==> src/rtl/booth_pkg.sv <==
// booth_pkg: FSM state, Booth digit encoding and geometry helpers shared by the
// sequential Booth multiplier and its digit recoder.
package booth_pkg;

  typedef enum logic [1:0] {IDLE, RUN, DONE} state_e;

  typedef enum logic [1:0] {ZERO, PM1, PM2} digit_mag_e;

  typedef struct packed {
    digit_mag_e mag;
    logic       neg;
  } digit_t;

  function automatic int booth_steps(input int width, input int radix);
    return (radix == 4) ? width / 2 : width;
  endfunction

  // Accumulator width: one guard bit for radix 2, two for the +/-2M addend of radix 4.
  function automatic int booth_aw(input int width, input int radix);
    return (radix == 4) ? width + 2 : width + 1;
  endfunction

endpackage

==> src/rtl/booth_recoder.sv <==
// booth_recoder: maps a Booth digit window {Q[1],Q[0],q_1} to addend magnitude
// and negate flag. Radix 2 looks only at {Q[0],q_1}.
module booth_recoder
  import booth_pkg::*;
#(
  parameter int RADIX = 2
) (
  input  logic [2:0] win,
  output digit_t     dig
);

  always_comb begin
    dig = '{mag: ZERO, neg: 1'b0};
    if (RADIX == 4) begin
      case (win)
        3'b001, 3'b010: dig = '{mag: PM1, neg: 1'b0};
        3'b011:         dig = '{mag: PM2, neg: 1'b0};
        3'b100:         dig = '{mag: PM2, neg: 1'b1};
        3'b101, 3'b110: dig = '{mag: PM1, neg: 1'b1};
        default:        dig = '{mag: ZERO, neg: 1'b0};
      endcase
    end else begin
      case (win[1:0])
        2'b01:   dig = '{mag: PM1, neg: 1'b0};
        2'b10:   dig = '{mag: PM1, neg: 1'b1};
        default: dig = '{mag: ZERO, neg: 1'b0};
      endcase
    end
  end

endmodule

==> src/rtl/booth_seq_multiplier.sv <==
// booth_seq_multiplier: iterative signed Booth multiplier, one digit per clock.
// Optional early termination when the unconsumed multiplier bits are uniform: BOOTH_EARLY_TERM_EN.
//
// state | meaning
// IDLE  | waiting for operands, in_ready high
// RUN   | retiring one Booth digit per cycle, busy high
// DONE  | product held on out_p, out_valid high until out_ready
module booth_seq_multiplier
  import booth_pkg::*;
#(
  parameter int WIDTH = 32,
  parameter int RADIX = 2
) (
  input  logic                 clk,
  input  logic                 rst_n,
  input  logic                 in_valid,
  output logic                 in_ready,
  input  logic [WIDTH-1:0]     in_a,
  input  logic [WIDTH-1:0]     in_b,
  output logic                 out_valid,
  input  logic                 out_ready,
  output logic [2*WIDTH-1:0]   out_p,
  output logic                 busy
);

  localparam int STEPS = booth_steps(WIDTH, RADIX);
  localparam int AW    = booth_aw(WIDTH, RADIX);
  localparam int SH    = (RADIX == 4) ? 2 : 1;
  localparam int FW    = AW + WIDTH + 1;
  localparam int CW    = $clog2(STEPS);

  if (RADIX != 2 && RADIX != 4) begin : g_bad_radix
    $error("booth_seq_multiplier: RADIX must be 2 or 4");
  end
  if (WIDTH < 4 || (WIDTH % 2) != 0) begin : g_bad_width
    $error("booth_seq_multiplier: WIDTH must be even and >= 4");
  end

  state_e               state_q, state_d;
  logic [AW-1:0]        a_q, a_d, m_q, m_d;
  logic [WIDTH-1:0]     q_q, q_d;
  logic                 q1_q, q1_d;
  logic [CW-1:0]        cnt_q, cnt_d;
  logic [2*WIDTH-1:0]   p_q, p_d;

  digit_t               dig;
  logic [AW-1:0]        addend, sum;
  logic [FW-1:0]        full, shifted;
  logic                 early;
  int                   sh_amt;

  booth_recoder #(.RADIX(RADIX)) u_recoder (
    .win ({q_q[1], q_q[0], q1_q}),
    .dig (dig)
  );

`ifdef BOOTH_EARLY_TERM_EN
  // Bits still unconsumed after this cycle's digit, including the one that becomes q_1.
  logic [WIDTH-1:0] rem_mask, rem_bits;
  always_comb begin
    rem_mask = (WIDTH'(1) << (int'(cnt_q) * SH + 1)) - WIDTH'(1);
    rem_bits = q_q >> (SH - 1);
    early    = ((rem_bits & rem_mask) == '0) || ((rem_bits & rem_mask) == rem_mask);
  end
`else
  assign early = 1'b0;
`endif

  always_comb begin
    case (dig.mag)
      PM1:     addend = m_q;
      PM2:     addend = m_q << 1;
      default: addend = '0;
    endcase
    sum     = dig.neg ? (a_q + ~addend + AW'(1)) : (a_q + addend);
    full    = {sum, q_q, q1_q};
    sh_amt  = early ? (int'(cnt_q) + 1) * SH : SH;
    shifted = $signed(full) >>> sh_amt;
  end

  always_comb begin
    state_d   = state_q;
    a_d       = a_q;
    m_d       = m_q;
    q_d       = q_q;
    q1_d      = q1_q;
    cnt_d     = cnt_q;
    p_d       = p_q;
    in_ready  = 1'b0;
    out_valid = 1'b0;
    busy      = 1'b0;
    case (state_q)
      IDLE: begin
        in_ready = 1'b1;
        if (in_valid) begin
          m_d     = AW'($signed(in_a));
          a_d     = '0;
          q_d     = in_b;
          q1_d    = 1'b0;
          cnt_d   = CW'(STEPS - 1);
          state_d = RUN;
        end
      end
      RUN: begin
        busy = 1'b1;
        a_d  = shifted[FW-1 -: AW];
        q_d  = shifted[WIDTH:1];
        q1_d = shifted[0];
        if (cnt_q == '0 || early) begin
          p_d     = shifted[2*WIDTH:1];
          state_d = DONE;
        end else begin
          cnt_d = cnt_q - CW'(1);
        end
      end
      DONE: begin
        out_valid = 1'b1;
        if (out_ready) state_d = IDLE;
      end
      default: state_d = IDLE;
    endcase
  end

  always_ff @(posedge clk or negedge rst_n) begin
    if (!rst_n) begin
      state_q <= IDLE;
      a_q     <= '0;
      m_q     <= '0;
      q_q     <= '0;
      q1_q    <= 1'b0;
      cnt_q   <= '0;
      p_q     <= '0;
    end else begin
      state_q <= state_d;
      a_q     <= a_d;
      m_q     <= m_d;
      q_q     <= q_d;
      q1_q    <= q1_d;
      cnt_q   <= cnt_d;
      p_q     <= p_d;
    end
  end

  assign out_p = p_q;

endmodule

==> config.mk <==
export PLATFORM = sky130hd
export DESIGN_NAME = booth_seq_multiplier
export DESIGN_NICKNAME = d
export VERILOG_FILES = /design/src/rtl/booth_pkg.sv /design/src/rtl/booth_recoder.sv /design/src/rtl/booth_seq_multiplier.sv
export SDC_FILE = /design/constraint.sdc
export NUM_CORES = 1
export LEC_CHECK = 0
export BUFFER_PORTS_ARGS = -buffer_cell sky130_fd_sc_hd__buf_2
export CORE_UTILIZATION = 66
export CTS_BUF_LIST = sky130_fd_sc_hd__clkbuf_4
export CTS_CLUSTER_DIAMETER = 120
export DETAILED_ROUTE_END_ITERATION = 10
export MAX_ROUTING_LAYER = met4
export PLACE_DENSITY = 0.88
export SETUP_SLACK_MARGIN = 0.3
export SYNTH_ARGS = -nofsm -noshare
export SYNTH_HDL_FRONTEND = slang
export SYNTH_HIERARCHICAL = 1
export SYNTH_SLANG_ARGS = --single-unit
export TNS_END_PERCENT = 50
==> constraint.sdc <==
create_clock -name clk -period 8.6 [get_ports clk]
set_input_delay 1.29 -clock clk [delete_from_list [all_inputs] [get_ports clk]]
set_output_delay 1.29 -clock clk [all_outputs]
set_load 0.005 [all_outputs]
==> results.tsv, run 1 <==
metric	value	unit
status	complete, but fails checks	
failing checks	max-slew violations	
switching share of power	52.5	%
Clock Path Buffers	2	
Worst setup SP type	flop	
Synth area leader	dfrtp_1	
Finished Cell Area	12100	um2
1st-iter DRT viols	1017	
count of cell types in the netlist	80	
share of layout cells above drive strength 1	15.5	%
Post-Synth Adder-Cell Area	9.15	%
Clock Tree Root	clkbuf_4	
Final Total Pwr	5.85	mW
sequential-to-total area share from yosys stat	37.9	%
Final nets	1592	
Period minus WS final	4.82	ns
Post-synth ARST share	100	%
clk_skew	0.0288	ns
Worst IR Drop VDD	0.254	mV
Num CTS Buffers	17	
post-synth top area share	37.9	%
RSZ-0062 raised after global routing	no	
die area	17300	um2
WHS Path Cells	2	
Synth area leaders	dfrtp_1 38%, nand2_1 12%, ha_1 8.8%	
xor/xnor cell area share of the yosys netlist	2.84	%
internal power	2.77	mW
die height	132	um
Pre-antenna DRT Iters	6	
initial antenna violation count	2	
Mapped Avg Cell Area	8.15	um2
H-tree Lvls	4	
synthesis-to-finish area growth	9.13	%
Slew @ Worst Pin	2.60	ns
FF-to-FF path depth	16	
Clk pwr share	8.7	%
vias in the first global route	9954	
GP Congestion	1.00	
power per cell area	483	nW/um2
Via density	6.22	
NetSw	3.07	mW
Max Clk Rate	0.207	GHz
Cell Rows	47	
part of the power in registers	25.6	%
Fill cells	1284	
mux cell area share after synthesis	1.39	%
commonest cells after routing, fill and taps aside	343 x nand2_1, 168 x dfrtp_1, 133 x buf_2, 116 x nor2_1, 81 x a21oi_1	
first-pass GRT wire length	51700	um
EDFF count, synth	0	
PortBufs	134	
largest family of logic cells by synthesized area	simple AND/OR/NAND/NOR gates	
top_reg_cell synth	dfrtp_1	
GR Overflow Total	0	
Synth Cell Area	11100	um2
dpl hpwl	22700	um
Max Slew Vio Count	32	
WL per Instance	19.0	um
Routed Wire Length	31800	um
complex-gate fraction of the synthesized area	21.0	%
Initial Util	67.2	%
# hold bufs at CTS	0	
CP Max Fanout	24	
crit share post-route	56.1	%
CTS tree	done	
Comb pwr share	65.8	%
Seq cells post-synth	168	
Max-Cap Viols	0	
crit-path max cell delay	0.53	ns
critical path cell sequence	ha_1 -> inv_1 -> inv_1 -> ha_1 -> nor2b_2 -> buf_4 -> a22oi_1 -> ha_1 -> inv_1 -> a21oi_1 -> o21ai_1 -> a31oi_2 -> o21ai_2 -> a2111oi_0 -> o21ai_0 -> a32o_1	
Crit. End Element	flop	
Crit Path Class	reg -> reg	
Post-CTS Setup Bufs	0	
Final Hold Fails	0	
final setup fails	0	
commonest non-fill, non-tap cell in the layout	nand2_1	
Routed Antenna Nets	0	
Post-Syn Nets	1510	
vias post-DR	10451	
relative slew slack	-73.4	%
Static Leak	6.06	nW
Simple-Gate Fraction of Synth Area	22.0	%
clock latency on the worst-skew pair	0.62	ns
total routing usage reported by global routing	38.7	%
DRC errors left	0	
yosys warns	6	
Die X	132	um
placed instance area	11800	um2
post-route setup TNS	0	ns
HP Class	reg -> reg	
IO Count	135	
CP required	9.10	ns
Post-Syn Instances	1362	
critical path arrival	5.33	ns
total core area	16500	um2
largest net degree at the start of global routing	64	
clock sink total	168	
# resized after CTS	0	
Reg clk slew, reported paths	0.18	ns
Worst path slowest cell	ha_1	
-- sequential cells by signal, summed over array words and instances (netlist names) --
name,flops
q_q,32
state_q,2
cnt_q,5
a_q,32
out_p,64
m_q,32
q1_q,1
-- critical path: cells and delay by family (launching register included) --
kind / cells / cell delay (ns)
buffers and inverters: 4 / 0.66
AO/OA/AOI/OAI: 8 / 2.08
flip-flops: 1 / 0.44
AND/OR/NAND/NOR: 1 / 0.38
adder cells (fa/ha/maj): 3 / 1.14
-- synthesized netlist by cell type (5+ instances only) --
| master | n |
|---|---|
| buf_4 | 7 |
| a22oi_1 | 36 |
| mux2_2 | 11 |
| nand2_1 | 343 |
| nand3_1 | 16 |
| and3_1 | 5 |
| o211ai_1 | 10 |
| nor4_1 | 9 |
| nor2b_1 | 13 |
| o21a_1 | 5 |
| dfrtp_1 | 168 |
| o21ai_0 | 44 |
| o21bai_1 | 10 |
| nor2_1 | 117 |
| xor2_1 | 5 |
| buf_2 | 10 |
| a31oi_1 | 42 |
| nor3_1 | 9 |
| or3_1 | 5 |
| o31ai_1 | 18 |
| o21ai_1 | 9 |
| nand4_1 | 13 |
| a21oi_1 | 81 |
| a22o_1 | 20 |
| clkbuf_1 | 54 |
| and2_1 | 7 |
| xnor2_1 | 31 |
| a211oi_1 | 7 |
| a21o_1 | 10 |
| nand2b_1 | 10 |
| buf_1 | 8 |
| inv_1 | 64 |
| ha_1 | 78 |
-- per-layer routing --
layer	part of all wire, %	GRT usage [%]
met1	43	51.1
met2	47	60.3
met3	6.8	6.94
met4	2.5	12.9
met5	0	-
-- path summary, 6_finish.rpt --
| check | from | to | slack (ns) |
|---|---|---|---|
| max reg2reg | q_q[0] | a_q[22] | 3.78 |
| max | q_q[0] | a_q[22] | 3.78 |
| min reg2reg | out_p[11] | out_p[11] | 0.49 |
| max in group asynchronous | rst_n | q_q[31] | 6.17 |
| min in group asynchronous | rst_n | m_q[17] | 0.58 |
| min | out_p[11] | out_p[11] | 0.49 |
-- layout make-up --
type | count | area, um2 | share of cell area [%]
diodes | 2 | 5.00 | 0.0413
clock buffers | 17 | 128 | 1.05
clock inverters | 15 | 198 | 1.63
inverters | 70 | 268 | 2.21
multi-input cells | 1042 | 6280 | 51.8
flip-flops and latches | 168 | 4200 | 34.7
well taps | 220 | 275 | 2.27
repair buffers | 145 | 759 | 6.27
-- power groups by stage --
stage	Clock [mW]	Combinational (mW)	Sequential [mW]
2_1_floorplan	0	2.81	1.44
3_3_place_gp	0	3.67	1.48
3_5_place_dp	0	3.74	1.50
4_1_cts	0.508	3.77	1.49
5_1_grt	0.534	4.23	1.54
6_report	0.508	3.85	1.49
-- logic make-up (layout without fill, tap and decap cells) --
logic type	count (synthesis)	in the layout
muxes	14	14
DFF	168	168
adders and majority gates	80	80
and+or+nand+nor	570	570
other	1	3
AOI/OAI and AO/OA	341	341
buffers and inverters	152	247
xor gates and xnor gates	36	36
-- through the flow --
step	hold slack [ns]	setup slack (ns)	util (%)	cells
after floorplan	0.460	4.72	-	1362
after global placement	0.452	4.11	71.3	1645
after detailed placement	0.457	3.97	71.3	1645
after CTS	0.494	3.89	73.3	1677
after global routing	0.513	3.40	73.3	1679
final	0.490	3.78	73.3	1679
Note: power is estimated with default switching activity, not from simulation.
==> run 2, diff against run 1 <==
--- a/config.mk
+++ b/config.mk
@@ -6,12 +6,12 @@
 export NUM_CORES = 1
 export LEC_CHECK = 0
 export BUFFER_PORTS_ARGS = -buffer_cell sky130_fd_sc_hd__buf_2
-export CORE_UTILIZATION = 66
+export CORE_UTILIZATION = 55
 export CTS_BUF_LIST = sky130_fd_sc_hd__clkbuf_4
 export CTS_CLUSTER_DIAMETER = 120
 export DETAILED_ROUTE_END_ITERATION = 10
 export MAX_ROUTING_LAYER = met4
-export PLACE_DENSITY = 0.88
+export PLACE_DENSITY = 0.78
 export SETUP_SLACK_MARGIN = 0.3
 export SYNTH_ARGS = -nofsm -noshare
 export SYNTH_HDL_FRONTEND = slang
==> constraint.sdc (replaced) <==
create_clock -name clk -period 4.3 [get_ports clk]
set_input_delay 0.645 -clock clk [delete_from_list [all_inputs] [get_ports clk]]
set_output_delay 0.645 -clock clk [all_outputs]
set_load 0.005 [all_outputs]
==> run 2 against run 1 <==
Effect of this change:
- the flow still finishes with violations (max-slew violations)
- largest cell class unchanged
- highest routed layer unchanged
- critical path depth grew 1
- power grew 110%
- combinational power grew 120%
- largest power group unchanged
- cell count grew 4.6%
==> results.tsv, run 2 (synthesis results as in run 1) <==
metric	value	unit	change
# hold bufs at CTS	0		unchanged
Static Leak	6.26	nW	+3.3%
die area	20800	um2	+20%
CP Max Fanout	16		-33%
PortBufs	134		unchanged
FF-to-FF path depth	17		+1
failing checks	max-slew violations		
RR Endpoint	out_p[62]		
largest net degree at the start of global routing	79		+23%
Post-Place Setup Slack	0.0987	ns	-3.87 ns
Num CTS Buffers	17		unchanged
post-route setup TNS	0	ns	unchanged
GP Congestion	1.04		+3.3%
Period minus WS final	3.92	ns	-0.904 ns
IO Count	135		unchanged
r2r setup slk	0.38	ns	-3.40 ns
synthesis-to-finish area growth	15.1	%	
clock sink total	168		unchanged
initial antenna violation count	1		-1
critical path arrival	4.39	ns	-0.94 ns
Non-Filler Instances	1757		+4.6%
final setup fails	0		unchanged
Max Slew Vio Count	32		unchanged
HP Class	in -> async		
share of layout cells above drive strength 1	21.4	%	+5.9 points
H-tree Lvls	4		unchanged
Routed Wire Length	32500	um	+2.1%
Initial Util	56.5	%	-11 points
Worst setup SP type	flop		
Die X	144	um	+9.4%
Max Clk Rate	0.255	GHz	+23%
Pre-antenna DRT Iters	7		+1
Routed Antenna Nets	0		unchanged
relative slew slack	-80.4	%	-6.9 points
die height	144	um	+9.4%
Reg clk slew, reported paths	0.17	ns	about the same
vias in the first global route	9836		-1.2%
Inst Count DP	1713		+4.1%
commonest cells after routing, fill and taps aside	343 x nand2_1, 168 x dfrtp_1, 133 x buf_2, 114 x nor2_1, 73 x a21oi_1		
commonest non-fill, non-tap cell in the layout	nand2_1		
Crit Path Class	reg -> reg		
dpl hpwl	23000	um	+1.5%
Crit. Startpoint	q1_q		
Max-Cap Viols	0		unchanged
GR Overflow Total	0		unchanged
Clock Path Buffers	2		unchanged
CP required	4.77	ns	-4.33 ns
Worst IR Drop VDD	0.525	mV	+110%
clk_skew	0.0319	ns	+0.00308 ns
CTS tree	done		
WL per Instance	18.5	um	-2.4%
Via density	5.95		-4.3%
first-pass GRT wire length	51400	um	-0.52%
Cell Rows	51		+8.5%
reg-to-reg startpoint	q1_q		
Crit. End Element	flop		
hold_ws	0.0596	ns	-0.431 ns
Final WS setup	0.381	ns	-3.40 ns
crit share post-route	91.1	%	+35 points
clock latency on the worst-skew pair	0.61	ns	about the same
Fill cells	1759		+37%
vias post-DR	10461		+0.096%
Clock Tree Root	clkbuf_4		
Largest register FFs	64		unchanged
Slew @ Worst Pin	2.70	ns	+0.104 ns
Final nets	1626		+2.1%
critical path endpoint	out_p[62]		
RSZ-0062 raised after global routing	yes		
1st-iter DRT viols	840		-17%
Final Hold Fails	0		unchanged
total routing usage reported by global routing	33.1	%	-5.6 points
status	complete, but fails checks		
power per cell area	979	nW/um2	+100%
DRC errors left	0		unchanged
total core area	19700	um2	+19%
run 2: changes by cell type in the layout (fill, tap and decap cells not counted), sizes merged:
cell and delta:
clkinv -3, buf +34, clkinvlp +1, diode -1, inv +2
run 2: worst min-delay path by stage:
stage / startpoint / to / slack (ns) / cells after the start
4_1_cts: rst_n / out_p[40] / 0.06 / 1
6_report: rst_n / out_p[40] / 0.06 / 1
2_1_floorplan: rst_n / a_q[0] / 0.35 / 0
3_5_place_dp: out_p[39] / out_p[39] / 0.46 / 2
5_1_grt: rst_n / out_p[40] / 0.08 / 1
3_3_place_gp: out_p[2] / out_p[2] / 0.45 / 2
run 2: power by group:
group | switching [mW] | total (mW) | internal, mW | leakage, nW
Sequential | 0.616 | 3.00 | 2.38 | 2.06
Combinational | 5.11 | 8.53 | 3.41 | 4.05
Clock | 0.712 | 0.985 | 0.273 | 0.153
Total | 6.44 | 12.5 | 6.07 | 6.26
run 2: critical path: stages (launching register included):
cell	delay, ns
dfrtp_1	0.38
inv_1	0.05
ha_1	0.27
inv_1	0.09
inv_1	0.07
ha_4	0.26
nor2b_4	0.16
buf_12	0.16
a22oi_1	0.10
ha_1	0.38
buf_4	0.17
a21o_1	0.23
a2111oi_4	0.40
a21bo_2	0.24
o21ai_1	0.09
a311o_1	0.37
a31oi_2	0.24
o31ai_1	0.09
run 2: repair_timing:
item                                   in CTS  in global routing
cloned                                      0                  0
gates resized for setup                    28                 52
pin swaps                                   5                 18
endpoints found under the hold margin       0                  0
setup endpoints to repair                  26                 35
setup buffers                               3                  8
run 2: metal layers:
layer | routed length (um) | share of wire (%) | track usage [%]
met5 | 0 | 0 | -
met4 | 439 | 1.4 | 7.56
met3 | 1700 | 5.2 | 5.23
met2 | 15400 | 47 | 51.5
met1 | 15000 | 46 | 45.4
run 2: area by class of cell:
type / instances / area, um2 / share of cell area [%]
clock buffers: 17 / 128 / 0.998
repair buffers: 179 / 1040 / 8.16
diodes: 1 / 2.50 / 0.0196
flip-flops and latches: 168 / 4200 / 32.9
multi-input cells: 1042 / 6630 / 51.9
well taps: 265 / 332 / 2.59
clock inverters: 15 / 174 / 1.36
inverters: 70 / 268 / 2.09
run 2: stage by stage:
| step | instance area (um2) | total power, mW | util [%] |
|---|---|---|---|
| after global routing | 12800 | 13.5 | 65.0 |
| after CTS | 12500 | 11.9 | 63.5 |
| after detailed placement | 12000 | 10.7 | 61.3 |
| after global placement | 12000 | 10.5 | 61.3 |
| final | 12800 | 12.5 | 65.0 |
| after floorplan | 11100 | 8.50 | - |
==> run 3, diff against run 2 <==
--- a/config.mk
+++ b/config.mk
@@ -5,13 +5,15 @@
 export SDC_FILE = /design/constraint.sdc
 export NUM_CORES = 1
 export LEC_CHECK = 0
+export ABC_AREA = 1
 export BUFFER_PORTS_ARGS = -buffer_cell sky130_fd_sc_hd__buf_2
-export CORE_UTILIZATION = 55
+export CORE_ASPECT_RATIO = 0.6
+export CORE_UTILIZATION = 56
 export CTS_BUF_LIST = sky130_fd_sc_hd__clkbuf_4
 export CTS_CLUSTER_DIAMETER = 120
 export DETAILED_ROUTE_END_ITERATION = 10
 export MAX_ROUTING_LAYER = met4
-export PLACE_DENSITY = 0.78
+export PLACE_DENSITY = 0.79
 export SETUP_SLACK_MARGIN = 0.3
 export SYNTH_ARGS = -nofsm -noshare
 export SYNTH_HDL_FRONTEND = slang
==> run 3 against run 2 <==
Effect of this change:
- the run now ends clean
- non-clock buffer count up 1
- wire length up 36%
- worst setup slack worse by 0.012 ns
- critical path depth up 5
- die area up 7.5%
- final area up 8.9%
- area after synthesis up 9.5%
- cell count up 30%
==> results.tsv, run 3 <==
metric	value	unit	change
Post-Synth Adder-Cell Area	8.36	%	-0.79 points
largest net degree at the start of global routing	95		+20%
Pre-antenna DRT Iters	8		+1
vias in the first global route	11249		+14%
Clock Tree Root	clkbuf_4		
H-tree Lvls	4		unchanged
Synth Cell Area	12200	um2	+9.5%
Worst path slowest cell	ha_2		
clock sink total	168		unchanged
Worst setup SP type	flop		
crit share post-route	91.4	%	+0.29 points
Crit. End Element	flop		
Synth area leader	dfrtp_1		
Fill cells	1850		+5.2%
final setup fails	0		unchanged
clock latency on the worst-skew pair	0.65	ns	+0.04 ns
Max-Cap Viols	0		unchanged
critical path arrival	4.44	ns	+0.05 ns
complex-gate fraction of the synthesized area	13.0	%	-8.0 points
count of cell types in the netlist	49		-39%
Slew @ Worst Pin	0.926	ns	-1.77 ns
WL per Instance	19.5	um	+5.3%
PortBufs	134		unchanged
Via density	5.65		-5.2%
Largest register FFs	64		unchanged
cell family with the largest share of critical-path delay	adder cells		
clk_skew	0.0351	ns	+0.00318 ns
CP Max Fanout	15		-1
post-route setup TNS	0	ns	unchanged
commonest cells after routing, fill and taps aside	611 x nand2_1, 327 x inv_1, 168 x dfrtp_1, 133 x buf_2, 121 x nor2_1		
Cell Rows	41		-20%
EDFF count, synth	0		unchanged
GR Overflow Total	0		unchanged
Routed Antenna Nets	0		unchanged
Final WS setup	0.369	ns	-0.0123 ns
1st-iter DRT viols	1542		+84%
Mapped Avg Cell Area	6.58	um2	-19%
Reg clk slew, reported paths	0.17	ns	about the same
vias post-DR	12855		+23%
xor/xnor cell area share of the yosys netlist	0.576	%	-2.3 points
Synth area leaders	dfrtp_1 35%, nand2_1 19%, inv_1 10%		
Simple-Gate Fraction of Synth Area	30.6	%	+8.7 points
initial antenna violation count	2		+1
commonest non-fill, non-tap cell in the layout	nand2_1		
Period minus WS final	3.93	ns	+0.0123 ns
share of layout cells above drive strength 1	16.1	%	-5.3 points
Post-synth top cells	625 x nand2_1, 328 x inv_1, 168 x dfrtp_1		
Initial Util	57.5	%	+1.0 points
CP required	4.81	ns	+0.04 ns
most frequent cell after synthesis	nand2_1		
critical path cell sequence	inv_1 -> ha_1 -> inv_1 -> inv_1 -> ha_1 -> nor2_2 -> inv_1 -> buf_6 -> o22ai_4 -> inv_1 -> ha_2 -> inv_2 -> nand2_1 -> nand2_1 -> inv_1 -> nand2_2 -> nand2_1 -> nand3b_1 -> nand2_1 -> nand2_1 -> o22ai_1 -> o21ai_0		
synthesis-to-finish area growth	14.5	%	
yosys warns	6		unchanged
HP Class	in -> async		
Max Clk Rate	0.254	GHz	-0.31%
IO Count	135		unchanged
DRC errors left	0		unchanged
CTS tree	done		
largest family of logic cells by synthesized area	simple AND/OR/NAND/NOR gates		
status	finished, final reports clean		
crit-path most repeated cell	inv_1		
total routing usage reported by global routing	41.5	%	+8.4 points
Crit Path Class	reg -> reg		
Final Hold Fails	0		unchanged
Post-Syn Instances	1847		+36%
Final nets	2131		+31%
sequential-to-total area share from yosys stat	34.6	%	-3.3 points
RSZ-0062 raised after global routing	yes		
Post-Syn Nets	1995		+32%
die height	116	um	-19%
Routed Wire Length	44300	um	+36%
mux cell area share after synthesis	0.0926	%	-1.3 points
crit-path max cell delay	0.45	ns	+0.05 ns
Clock Path Buffers	2		unchanged
Die X	192	um	+33%
relative slew slack	38.3	%	+120 points
Max Slew Vio Count	0		-100%
Buf/Inv on CP	8		+3
Core Util, Final	65.8	%	+0.80 points
dpl hpwl	34500	um	+50%
Num CTS Buffers	17		unchanged
Post-Place Setup Slack	0.261	ns	+0.162 ns
Post-synth ARST share	100	%	unchanged
post-synth top area share	34.6	%	-3.3 points
Seq cells post-synth	168		unchanged
top_reg_cell synth	dfrtp_1		
GP Congestion	1.06		+2.3%
# hold bufs at CTS	0		unchanged
total core area	21100	um2	+7.5%
first-pass GRT wire length	65600	um	+28%
die area	22300	um2	+7.5%
==> run 3: changes by cell type after synthesis, sizes merged, moves of 30 or more <==
cell and change:
o22ai +30, o21ai +53, inv +266, nand3 +77, nand2 +287, a22oi -36, a31oi -42
==> run 3: per-stage QoR <==
step	instance area, um2	instances	hold WS (ns)
floorplan	12200	1847	0.349
global placement	13200	2242	0.460
detailed placement	13200	2242	0.462
CTS	13600	2274	0.0253
global route	13900	2277	0.0636
finish	13900	2277	0.0207
==> run 3: per-layer routing <==
layer	vias up	share of wire, %	global-route usage, %
met4	0	0.70	5.67
met2	745	36	48.1
met1	6062	48	63.6
met3	31	16	19.7
met5	-	0	-
li1	6017	-	-
==> run 3: final timing paths <==
check                               start          to  slack [ns]  cells past startpoint
worst max-delay path                 q1_q     a_q[12]        0.37                     22
worst min-delay path                rst_n     q_q[11]        0.02                      1
worst max register to register       q1_q     a_q[12]        0.37                     22
worst min register to register   cnt_q[4]    cnt_q[4]        0.49                      1
max in group asynchronous           rst_n   out_p[48]        3.30                      2
min in group clk                out_ready  state_q[1]        0.15                      2
==> run 3: logic make-up after synthesis <==
kind of cell             count (synthesis)
other                                    1
multiplexers                             1
flip-flops                             168
adder cells (fa/ha/maj)                 80
AO/OA/AOI/OAI                          276
buffers and inverters                  398
AND/OR/NAND/NOR                        915
XOR/XNOR                                 8
==> run 3: what timing repair did <==
| item | CTS | global route |
|---|---|---|
| cloned | 0 | 0 |
| gates resized for setup | 3 | 91 |
| endpoints found under the setup margin | 4 | 48 |
| buffers inserted | 0 | 1 |
| pin swaps | 0 | 3 |
==> run 3: worst reg2reg max path, cell delays in order (launching register included) <==
cell      delay (ns)
dfrtp_1         0.39
inv_1           0.06
ha_1            0.28
inv_1           0.08
inv_1           0.05
ha_1            0.32
nor2_2          0.16
inv_1           0.09
buf_6           0.19
o22ai_4         0.27
inv_1           0.11
ha_2            0.45
inv_2           0.06
nand2_1         0.06
nand2_1         0.11
inv_1           0.10
nand2_2         0.12
nand2_1         0.11
nand3b_1        0.24
nand2_1         0.13
nand2_1         0.06
o22ai_1         0.25
o21ai_0         0.14
==> run 3: cell type report <==
| type | count | area [um2] | area share, % |
|---|---|---|---|
| Clock buffer | 17 | 128 | 0.917 |
| Clock inverter | 15 | 173 | 1.24 |
| Tap cell | 279 | 349 | 2.51 |
| Sequential cell | 168 | 4200 | 30.2 |
| Multi-Input combinational cell | 1281 | 6770 | 48.7 |
| Antenna cell | 2 | 5.00 | 0.0360 |
| Timing Repair Buffer | 180 | 1030 | 7.37 |
| Inverter | 335 | 1260 | 9.05 |
Power of run 3 is left out: the tool's default activity adds up to more than one toggle a clock period on the data nets, which glitch-free logic cannot reach.
